$ cat src/rtl/uart_cmd_ctrl.sv
// -----------------------------------------------------------------------------
// uart_cmd_ctrl
//
// Command-frame controller between the 8N1 UART byte engine and the AD5761R
// SPI write driver. Parses 5-byte host frames {HDR, CMD, DH, DL, CHK} from the
// UART receive side, checks CHK == CMD^DH^DL, issues one DAC write per valid
// frame and sends an ACK/NAK response back to the host through the UART
// transmit side.
//
// Optional feature (macro UART_CMD_ECHO_DATA_EN):
//   defined   : ACK response is 4 bytes {ACK_BYTE, CMD, DH, DL}
//   undefined : ACK response is 2 bytes {ACK_BYTE, CMD}
//   NAK response is always 2 bytes {NAK_BYTE, CMD}.
//
// Ports:
//   iCLK, iRST_N          clock, asynchronous active-low reset
//   iRX_DONE, iRX_DATA    received byte strobe and data
//   oTX_REQ, oTX_DATA     transmit request level and byte
//   iTX_DONE              transmit finished strobe
//   oDAC_REQ              DAC write request level
//   oDAC_CMD, oDAC_DATA   AD5761R command nibble and {DH,DL}
//   iDAC_ACK              DAC write accepted strobe
//   oBUSY                 high whenever the FSM is not in HUNT
//   oERR                  one-cycle pulse on checksum failure or timeout
//   oDBG_STATE            current FSM state (debug / checker binding)
//
// Handshakes: oDAC_REQ and oTX_REQ are levels that stay high until the
// matching one-cycle done/ack pulse is sampled; the request drops on the
// same clock edge that samples the pulse, and the payload (oDAC_CMD/
// oDAC_DATA, oTX_DATA) is stable for the whole time the request is high.
// -----------------------------------------------------------------------------
module uart_cmd_ctrl #(
  parameter int unsigned TIMEOUT_CYC = 240_000,
  parameter int unsigned GAP_CYC     = 4,
  parameter logic [7:0]  HDR_BYTE    = 8'hA5,
  parameter logic [7:0]  ACK_BYTE    = 8'h5A,
  parameter logic [7:0]  NAK_BYTE    = 8'hEE
) (
  input  logic        iCLK,
  input  logic        iRST_N,
  input  logic        iRX_DONE,
  input  logic [7:0]  iRX_DATA,
  output logic        oTX_REQ,
  output logic [7:0]  oTX_DATA,
  input  logic        iTX_DONE,
  output logic        oDAC_REQ,
  output logic [3:0]  oDAC_CMD,
  output logic [15:0] oDAC_DATA,
  input  logic        iDAC_ACK,
  output logic        oBUSY,
  output logic        oERR,
  output logic [3:0]  oDBG_STATE
);

`ifdef UART_CMD_ECHO_DATA_EN
  localparam int unsigned ACK_LEN = 4;
  localparam int unsigned IDX_W   = 2;
`else
  localparam int unsigned ACK_LEN = 2;
  localparam int unsigned IDX_W   = 1;
`endif
  localparam int unsigned GAP_W = $clog2(GAP_CYC);

  typedef enum logic [3:0] {
    HUNT     = 4'd0,
    GET_CMD  = 4'd1,
    GET_DH   = 4'd2,
    GET_DL   = 4'd3,
    GET_CHK  = 4'd4,
    DAC_REQ  = 4'd5,
    DAC_WAIT = 4'd6,
    TX_SEND  = 4'd7,
    TX_WAIT  = 4'd8,
    TX_GAP   = 4'd9
  } state_t;

  state_t             state_q, state_d;
  logic [7:0]         cmd_q, cmd_d;
  logic [7:0]         dh_q, dh_d;
  logic [7:0]         dl_q, dl_d;
  logic [23:0]        to_cnt_q, to_cnt_d;
  logic               nak_q, nak_d;
  logic [IDX_W-1:0]   idx_q, idx_d;
  logic [GAP_W-1:0]   gap_q, gap_d;
  logic               tx_req_q, tx_req_d;
  logic [7:0]         tx_data_q, tx_data_d;
  logic               dac_req_q, dac_req_d;
  logic               err_q, err_d;

  logic [7:0]         resp_byte;
  logic               last_byte;
  logic               to_expired;
  logic               in_get;

  assign to_expired = (to_cnt_q == 24'(TIMEOUT_CYC - 1));
  assign in_get     = (state_q == GET_CMD) || (state_q == GET_DH) ||
                      (state_q == GET_DL)  || (state_q == GET_CHK);

  // Response byte selected by the byte index; byte 0 is the ACK/NAK code.
  always_comb begin
    resp_byte = cmd_q;
    if (idx_q == '0) begin
      resp_byte = nak_q ? NAK_BYTE : ACK_BYTE;
    end
`ifdef UART_CMD_ECHO_DATA_EN
    else if (idx_q == 2'd2) begin
      resp_byte = dh_q;
    end else if (idx_q == 2'd3) begin
      resp_byte = dl_q;
    end
`endif
  end

  assign last_byte = nak_q ? (idx_q == IDX_W'(1)) : (idx_q == IDX_W'(ACK_LEN - 1));

  always_ff @(posedge iCLK or negedge iRST_N) begin
    if (!iRST_N) begin
      state_q   <= HUNT;
      cmd_q     <= '0;
      dh_q      <= '0;
      dl_q      <= '0;
      to_cnt_q  <= '0;
      nak_q     <= 1'b0;
      idx_q     <= '0;
      gap_q     <= '0;
      tx_req_q  <= 1'b0;
      tx_data_q <= '0;
      dac_req_q <= 1'b0;
      err_q     <= 1'b0;
    end else begin
      state_q   <= state_d;
      cmd_q     <= cmd_d;
      dh_q      <= dh_d;
      dl_q      <= dl_d;
      to_cnt_q  <= to_cnt_d;
      nak_q     <= nak_d;
      idx_q     <= idx_d;
      gap_q     <= gap_d;
      tx_req_q  <= tx_req_d;
      tx_data_q <= tx_data_d;
      dac_req_q <= dac_req_d;
      err_q     <= err_d;
    end
  end

  always_comb begin
    state_d   = state_q;
    cmd_d     = cmd_q;
    dh_d      = dh_q;
    dl_d      = dl_q;
    to_cnt_d  = to_cnt_q;
    nak_d     = nak_q;
    idx_d     = idx_q;
    gap_d     = gap_q;
    tx_req_d  = tx_req_q;
    tx_data_d = tx_data_q;
    dac_req_d = dac_req_q;
    err_d     = 1'b0;

    case (state_q)
      HUNT: begin
        to_cnt_d = '0;
        if (iRX_DONE && (iRX_DATA == HDR_BYTE)) begin
          state_d = GET_CMD;
        end
      end
      GET_CMD: begin
        if (iRX_DONE) begin
          cmd_d   = iRX_DATA;
          state_d = GET_DH;
        end
      end
      GET_DH: begin
        if (iRX_DONE) begin
          dh_d    = iRX_DATA;
          state_d = GET_DL;
        end
      end
      GET_DL: begin
        if (iRX_DONE) begin
          dl_d    = iRX_DATA;
          state_d = GET_CHK;
        end
      end
      GET_CHK: begin
        if (iRX_DONE) begin
          idx_d = '0;
          if (iRX_DATA == (cmd_q ^ dh_q ^ dl_q)) begin
            nak_d   = 1'b0;
            state_d = DAC_REQ;
          end else begin
            nak_d   = 1'b1;
            err_d   = 1'b1;
            state_d = TX_SEND;
          end
        end
      end
      DAC_REQ: begin
        dac_req_d = 1'b1;
        state_d   = DAC_WAIT;
      end
      DAC_WAIT: begin
        if (iDAC_ACK) begin
          dac_req_d = 1'b0;
          nak_d     = 1'b0;
          idx_d     = '0;
          state_d   = TX_SEND;
        end
      end
      TX_SEND: begin
        // Data is registered here; the request rises one edge later.
        tx_data_d = resp_byte;
        state_d   = TX_WAIT;
      end
      TX_WAIT: begin
        // A done pulse only counts once our request is actually visible.
        if (iTX_DONE && tx_req_q) begin
          tx_req_d = 1'b0;
          gap_d    = '0;
          state_d  = TX_GAP;
        end else begin
          tx_req_d = 1'b1;
        end
      end
      TX_GAP: begin
        if (gap_q == GAP_W'(GAP_CYC - 1)) begin
          if (last_byte) begin
            idx_d   = '0;
            state_d = HUNT;
          end else begin
            idx_d   = idx_q + IDX_W'(1);
            state_d = TX_SEND;
          end
        end else begin
          gap_d = gap_q + GAP_W'(1);
        end
      end
      default: begin
        state_d = HUNT;
      end
    endcase

    // Inter-byte timeout shared by all GET_* states. An arriving byte beats
    // expiry in the same cycle and clears the counter.
    if (in_get) begin
      if (iRX_DONE) begin
        to_cnt_d = '0;
      end else if (to_expired) begin
        to_cnt_d = '0;
        err_d    = 1'b1;
        state_d  = HUNT;
      end else begin
        to_cnt_d = to_cnt_q + 24'd1;
      end
    end
  end

  assign oTX_REQ    = tx_req_q;
  assign oTX_DATA   = tx_data_q;
  assign oDAC_REQ   = dac_req_q;
  assign oDAC_CMD   = cmd_q[3:0];
  assign oDAC_DATA  = {dh_q, dl_q};
  assign oBUSY      = (state_q != HUNT);
  assign oERR       = err_q;
  assign oDBG_STATE = state_q;

endmodule

$ cat config.mk
export PLATFORM = sky130hd
export DESIGN_NAME = uart_cmd_ctrl
export DESIGN_NICKNAME = d
export VERILOG_FILES = /design/src/rtl/uart_cmd_ctrl.sv
export SDC_FILE = /design/constraint.sdc
export NUM_CORES = 1
export LEC_CHECK = 0
export ABC_AREA = 1
export CAP_MARGIN = 0
export CORE_UTILIZATION = 55
export DETAILED_ROUTE_END_ITERATION = 8
export DONT_BUFFER_PORTS = 1
export GPL_TIMING_DRIVEN = 0
export PLACE_DENSITY_LB_ADDON = 0.05
export SLEW_MARGIN = 0
export SYNTH_ARGS = -nofsm -noshare
export SYNTH_HDL_FRONTEND = slang
export SYNTH_SLANG_ARGS = --single-unit
$ cat constraint.sdc
create_clock -name iCLK -period 1.4 [get_ports iCLK]
set_input_delay 0.28 -clock iCLK [delete_from_list [all_inputs] [get_ports iCLK]]
set_output_delay 0.28 -clock iCLK [all_outputs]
set_load 0.05 [all_outputs]
==> summary.txt, run 1 <==
Setup Viol. Count Final - 58
IO buf count - 0
Outcome - finished with violations
Failing checks - hold timing, setup timing
Total Power - 0.01100 W
Critical path cell sequence - nor2_4 > inv_4 > nor2_4 > inv_4
Sw Ratio - 51.13%
Starting Density - 57.03%
Syn_area_per_cell - 7.438 sq um
Maximum buffer depth of the clock tree - 2
Worst-margin pin slew - 0.5400 ns
Family with the most delay on the worst path - flip-flops
Worst-path clk slew - 0.08 ns
Capturing element type of the critical path - primary output
Fin crit period - 1.715 ns
Worst stage delay on the critical path - 0.60 ns
Drt via density - 5.405
Post-synth EDFFs - 0
Yosys cell types - 34
Worst EP required - 1.12 ns
Final TNS setup - -12.36 ns
Routed WL - 10.42 mm
Switching power - 0.005624 W
Placed cell area - 4034 sq um
Clock sinks - 67
WL/cell - 15.52 um
Static Leak - 2.356 nW
Power density cells - 2201 nW/um^2
Core ar. - 6794 sq um
Peak supply drop - 1444 uV
Nets - 585
HPWL after detailed placement - 6.671 mm
Antenna cells - 0
Seq/Total Area, Yosys - 43.27%
Main synth FF type - dfrtp_1
GPL Wtd Cong - 0.8779
Crit share post-route - 122.5%
Post-Syn Area - 3875 sq um
Worst hold path class - input pin to asynchronous set/reset pin
Synth-to-Final Area Change - 28.96%
Root buffer cell - clkbuf_8
Total grt overflow - 0
Synth warn - 0
CTS tree - done
Initial antenna violation count - 0
Pint - 0.005374 W
Setup ws final - -0.3146 ns
Finished Cell Area - 4997 sq um
Combinational share of power - 41.8%
Die Footprint - 7385 sq um
Final Skew - 0.01026 ns
Worst slew margin - 63.72%
WP data arrival - 1.43 ns
Worst hold margin - -0.3909 ns
First-pass iteration count of the detailed router - 4
Die height - 85.94 um
Non-Filler Instances - 671
Max Slew Vio Count - 0
# rows - 30
Worst path bufs/invs - 2
Detailed Route Iter0 Violations - 216
Register share of total power - 43.4%
Drc violations - 0
Share of cells above drive strength 1 - 33.22%
Via Count - 3627
CP startpoint kind - register
Max Freq - 583.2 MHz
Largest net degree at the start of global routing - 68
Final hold violation count - 67
First-pass GRT wire length - 15.84 mm
Vias in the first global route - 3454
Max stage delay cell, worst path - dfrtp_4
H-tree levels - 3
Antenna Nets Post-Route - 0
RSZ-0062 raised after global routing - true
Skew-Pair Late Insertion Delay - 0.35 ns
Worst setup path class - register to primary output
Num CTS Buffers - 9
Die W - 85.94 um
Async set-reset flop share out of synthesis - 100.0%
Crit path max fanout - 6
Clk pwr share - 14.7%
Post-layout util - 73.55%
Max cap viols - 0
Syn Inst Count - 521
Top-Level Pins - 49
All-Layer GR Usage - 27.96%
# placed instances - 617
Syn Nets - 536
#FFs+latches synth - 67
[routing by layer]
| metal | track usage (%) | routed length, um |
|---|---|---|
| met1 | 34.45 | 4450 |
| met5 | 0 | 0 |
| met3 | 6.064 | 472 |
| met2 | 45.89 | 5175 |
| met4 | 15.00 | 317 |
[cell families after synthesis]
kind of cell             Yosys count  synth area share [%]
AND/OR/NAND/NOR                  287                 33.36
buffers and inverters             78                 8.330
flip-flops                        67                 43.27
AO/OA/AOI/OAI                     62                 8.751
XOR/XNOR                          25                 5.651
adder cells (fa/ha/maj)            2                0.6457
[layout by cell type, fill, tap and decap left out, types with 6 or more instances in the layout]
master,count
clkbuf_8,9
a21oi_1,7
nor2_1,40
dfrtp_1,44
nand3_2,7
nor2_4,17
xnor2_1,9
dfrtp_2,19
buf_6,13
nor3_1,8
o21ai_0,22
nand2_2,16
nand4_1,13
o21ai_2,8
nor2_2,16
inv_1,52
nand2_1,131
o21ai_1,12
nand3_1,18
buf_4,31
nand2_4,11
inv_4,6
inv_2,7
xor2_1,14
[timing repair]
| action | in CTS | in global routing |
|---|---|---|
| pin swaps | 20 | 26 |
| setup buffers | 24 | 13 |
| resized for setup | 88 | 64 |
| cloned | 2 | 0 |
| endpoints found under the hold margin | 67 | 67 |
| setup endpoints to repair | 66 | 69 |
[power by group through the flow]
| stage | Combinational [W] | Clock [W] | Sequential (W) |
|---|---|---|---|
| floorplan | 0.00250 | 0 | 0.00454 |
| finish | 0.00460 | 0.00162 | 0.00477 |
| detailed placement | 0.00302 | 0 | 0.00473 |
| CTS | 0.00418 | 0.00164 | 0.00475 |
| global placement | 0.00293 | 0 | 0.00471 |
| global route | 0.00500 | 0.00170 | 0.00485 |
[metrics by stage]
stage,setup WS (ns),hold slack [ns]
6_report,-0.3146,-0.3909
5_1_grt,-0.3608,-0.4000
4_1_cts,-0.3015,-0.3951
3_5_place_dp,-0.4466,-0.01434
3_3_place_gp,-0.4501,-0.01435
2_1_floorplan,-0.1735,-0.01559
[path summary, 6_finish.rpt]
check	slack, ns	cells after the start	start	to
worst max-delay path	-0.31	4	oDBG_STATE[3]	oBUSY
worst min-delay path	-0.39	0	iRST_N	oTX_DATA[5]
worst max register to register	-0.31	10	oDBG_STATE[3]	to_cnt_q[7]
worst min register to register	0.52	1	gap_q[0]	gap_q[0]
max in group asynchronous	1.64	0	iRST_N	to_cnt_q[5]
min in group iCLK	0.04	2	iRX_DATA[2]	dl_q[2]
[Yosys cell counts (4+ instances only)]
cell	number	share of area (%)
nor3_1	10	1.3
nor2_4	5	1.5
buf_2	5	0.65
buf_4	4	0.77
a21oi_1	8	1.0
nand3_1	27	3.5
nor2_1	57	5.5
inv_1	64	6.2
dfrtp_1	67	43
nand2_1	150	15
nand2_2	6	0.97
nor2_2	11	1.8
xor2_1	16	3.6
o21ai_0	43	5.6
a31oi_1	4	0.65
xnor2_1	9	2.0
nand4_1	13	2.1
[flip-flops by register name, summed over array words and instances, names as in the netlist]
register and cells:
cmd_q 8, nak_q 1, dh_q 8, oERR 1, dl_q 8, oDBG_STATE 4, oDAC_REQ 1, gap_q 2
oTX_DATA 8, to_cnt_q 24, idx_q 1, oTX_REQ 1
[layout make-up]
class / instances / area [sq um]
Inverter: 67 / 276.5
Sequential cell: 67 / 1715
Timing Repair Buffer: 38 / 359.1
Buffer: 11 / 96.34
Clock buffer: 10 / 127.6
Clock inverter: 6 / 66.31
Tap cell: 96 / 120.1
Multi-Input combinational cell: 376 / 2236
Fill cell: 496 / 1797
[worst register-to-register path, cell delays in order (launching register included)]
cell and delay (ns):
dfrtp_4 0.60, nor2_4 0.19, inv_4 0.08, o21ai_4 0.18, nand2_4 0.09, clkinv_4 0.07, nand2_4 0.05, nand2_4 0.09
inv_6 0.06, buf_16 0.14, nor2_2 0.09
Note: power is estimated with default switching activity, not from simulation.
==> run 2, diff against run 1 <==
--- a/config.mk
+++ b/config.mk
@@ -16,3 +16,4 @@
 export SYNTH_ARGS = -nofsm -noshare
 export SYNTH_HDL_FRONTEND = slang
 export SYNTH_SLANG_ARGS = --single-unit
+export TNS_END_PERCENT = 30
==> run 2 against run 1 <==
Total power up 0.53%. Sequential share of layout area up 1.1 points. Routed wire length down 2.5%. The run still ends with hold timing, setup timing left. Hold slack worse by 0.010 ns.
==> summary.txt, run 2 (synthesis gave the netlist of run 1 again) <==
Max reg flops - 24 (unchanged)
Non-Filler Instances - 663 (was 671)
Reg with most FFs - to_cnt_q (unchanged)
Vias in the first global route - 3341 (was 3454)
Skew-Pair Late Insertion Delay - 0.36 ns (was 0.35 ns)
Starting Density - 57.03% (unchanged)
Share of cells above drive strength 1 - 27.51% (was 33.22%)
Drc violations - 0 (unchanged)
Initial antenna violation count - 0 (unchanged)
Worst setup path class - register to primary output (unchanged)
Crit share post-route - 125.0% (was 122.5%)
IO buf count - 0 (unchanged)
Finished Cell Area - 4838 sq um (was 4997 sq um)
Flop2flop setup slack - -0.30 ns (was -0.31 ns)
All-Layer GR Usage - 28.44% (was 27.96%)
GPL Wtd Cong - 0.8966 (was 0.8779)
Routed WL - 10.16 mm (was 10.42 mm)
Die height - 85.94 um (unchanged)
Final Skew - 0.01272 ns (was 0.01026 ns)
Post-layout util - 71.22% (was 73.55%)
Most frequent cells in the layout - nand2_1 (140), inv_1 (56), dfrtp_1 (46) (was nand2_1 (131), inv_1 (52), dfrtp_1 (44))
Detailed Route Iter0 Violations - 205 (was 216)
# placed instances - 617 (unchanged)
Top-Level Pins - 49 (unchanged)
CTS tree - done (unchanged)
Crit path max fanout - 5 (was 6)
Max Slew Vio Count - 0 (unchanged)
Fin crit period - 1.750 ns (was 1.715 ns)
Max cap viols - 0 (unchanged)
Worst EP required - 1.12 ns (about the same)
Synth-to-Final Area Change - 24.86% (was 28.96%)
Setup Viol. Count Final - 67 (was 58)
Peak supply drop - 1204 uV (was 1444 uV)
Core ar. - 6794 sq um (unchanged)
CP startpoint kind - register (unchanged)
Worst-path clk slew - 0.08 ns (about the same)
First-pass iteration count of the detailed router - 5 (was 4)
HPWL after detailed placement - 6.697 mm (was 6.671 mm)
Largest net degree at the start of global routing - 68 (unchanged)
Nets - 577 (was 585)
First-pass GRT wire length - 15.84 mm (about the same)
Clock sinks - 67 (unchanged)
WP data arrival - 1.47 ns (was 1.43 ns)
Leading cell type in the layout, fill and taps excluded - nand2_1 (unchanged)
Total grt overflow - 0 (unchanged)
Maximum buffer depth of the clock tree - 2 (unchanged)
Worst hold path class - input pin to asynchronous set/reset pin (unchanged)
Final TNS setup - -12.22 ns (was -12.36 ns)
Placed cell area - 4013 sq um (was 4034 sq um)
Worst slew margin - 65.56% (was 63.72%)
Die Footprint - 7385 sq um (unchanged)
Num CTS Buffers - 9 (unchanged)
# rows - 30 (unchanged)
Max Freq - 571.6 MHz (was 583.2 MHz)
Worst hold margin - -0.4013 ns (was -0.3909 ns)
Power density cells - 2285 nW/um^2 (was 2201 nW/um^2)
Antenna cells - 0 (unchanged)
Static Leak - 2.261 nW (was 2.356 nW)
Failing checks - hold timing, setup timing (unchanged)
Antenna Nets Post-Route - 0 (unchanged)
RSZ-0062 raised after global routing - true (unchanged)
Setup ws final - -0.3495 ns (was -0.3146 ns)
H-tree levels - 3 (unchanged)
Root buffer cell - clkbuf_8 (unchanged)
WL/cell - 15.32 um (was 15.52 um)
Worst-margin pin slew - 0.5166 ns (was 0.5400 ns)
Outcome - finished with violations (unchanged)
Drt via density - 5.336 (was 5.405)
Capturing element type of the critical path - primary output (unchanged)
Final hold violation count - 67 (unchanged)
Die W - 85.94 um (unchanged)
Via Count - 3538 (was 3627)
-- run 2: cell types whose count changed in the layout (fill, tap and decap cells not counted), moves of 4 or more --
cell	before	now
buf_6	13	7
inv_1	52	56
nand2_1	131	140
nand2_4	11	4
nand3_1	18	22
o21ai_0	22	37
o21ai_1	12	3
o21ai_2	8	3
-- run 2: worst max-delay path: stages (launching register included) --
cell and delay (ns):
dfrtp_4 0.59, nor2_4 0.19, inv_4 0.08, nor2_4 0.16, inv_4 0.10
-- run 2: area by class of cell --
cell class                      count  area [sq um]
Multi-Input combinational cell    376          2116
Inverter                           67         274.0
Sequential cell                    67          1713
Timing Repair Buffer               30         276.5
Tap cell                           96         120.1
Fill cell                         523          1956
Clock inverter                      4         97.59
Buffer                             11         96.34
Clock buffer                       12         145.1
-- run 2: what timing repair did --
action,4_1_cts,5_1_grt
pin swaps,13,10
setup buffers,21,7
endpoints found under the hold margin,67,67
gates resized for setup,76,32
cloned,2,0
endpoints found under the setup margin,68,68
-- run 2: through the flow --
step                      hold WS (ns)  total power [W]  worst slack [ns]
after floorplan               -0.01559         0.006982           -0.1735
after detailed placement      -0.01424         0.007700           -0.4398
after global placement        -0.01429         0.007598           -0.4217
final                          -0.4013          0.01106           -0.3495
after global routing           -0.4033          0.01166           -0.3834
after CTS                      -0.4036          0.01081           -0.3023
-- run 2: report_power, final --
| part | switching, W | leakage (nW) | total [W] | internal (W) |
|---|---|---|---|---|
| Combinational | 0.00249 | 1.31 | 0.00427 | 0.00178 |
| Clock | 0.000781 | 0.117 | 0.00201 | 0.00123 |
| Sequential | 0.00219 | 0.839 | 0.00477 | 0.00258 |
| Total | 0.00547 | 2.26 | 0.0111 | 0.00559 |
-- run 2: metal layers --
metal / GRT usage [%] / routed length [um]
met1: 36.13 / 4223
met2: 46.54 / 5079
met3: 5.582 / 639
met4: 13.94 / 215
met5: 0 / 0
-- run 2: final timing paths --
| path | startpoint | endpoint | cells past startpoint |
|---|---|---|---|
| min in group iCLK | iRX_DATA[5] | cmd_q[5] | 2 |
| max in group asynchronous | iRST_N | oDBG_STATE[1] | 0 |
| worst min-delay path | iRST_N | cmd_q[5] | 0 |
| worst max-delay path | oDBG_STATE[2] | oBUSY | 4 |
| worst max register to register | oDBG_STATE[1] | to_cnt_q[2] | 10 |
| worst min register to register | gap_q[0] | gap_q[0] | 1 |
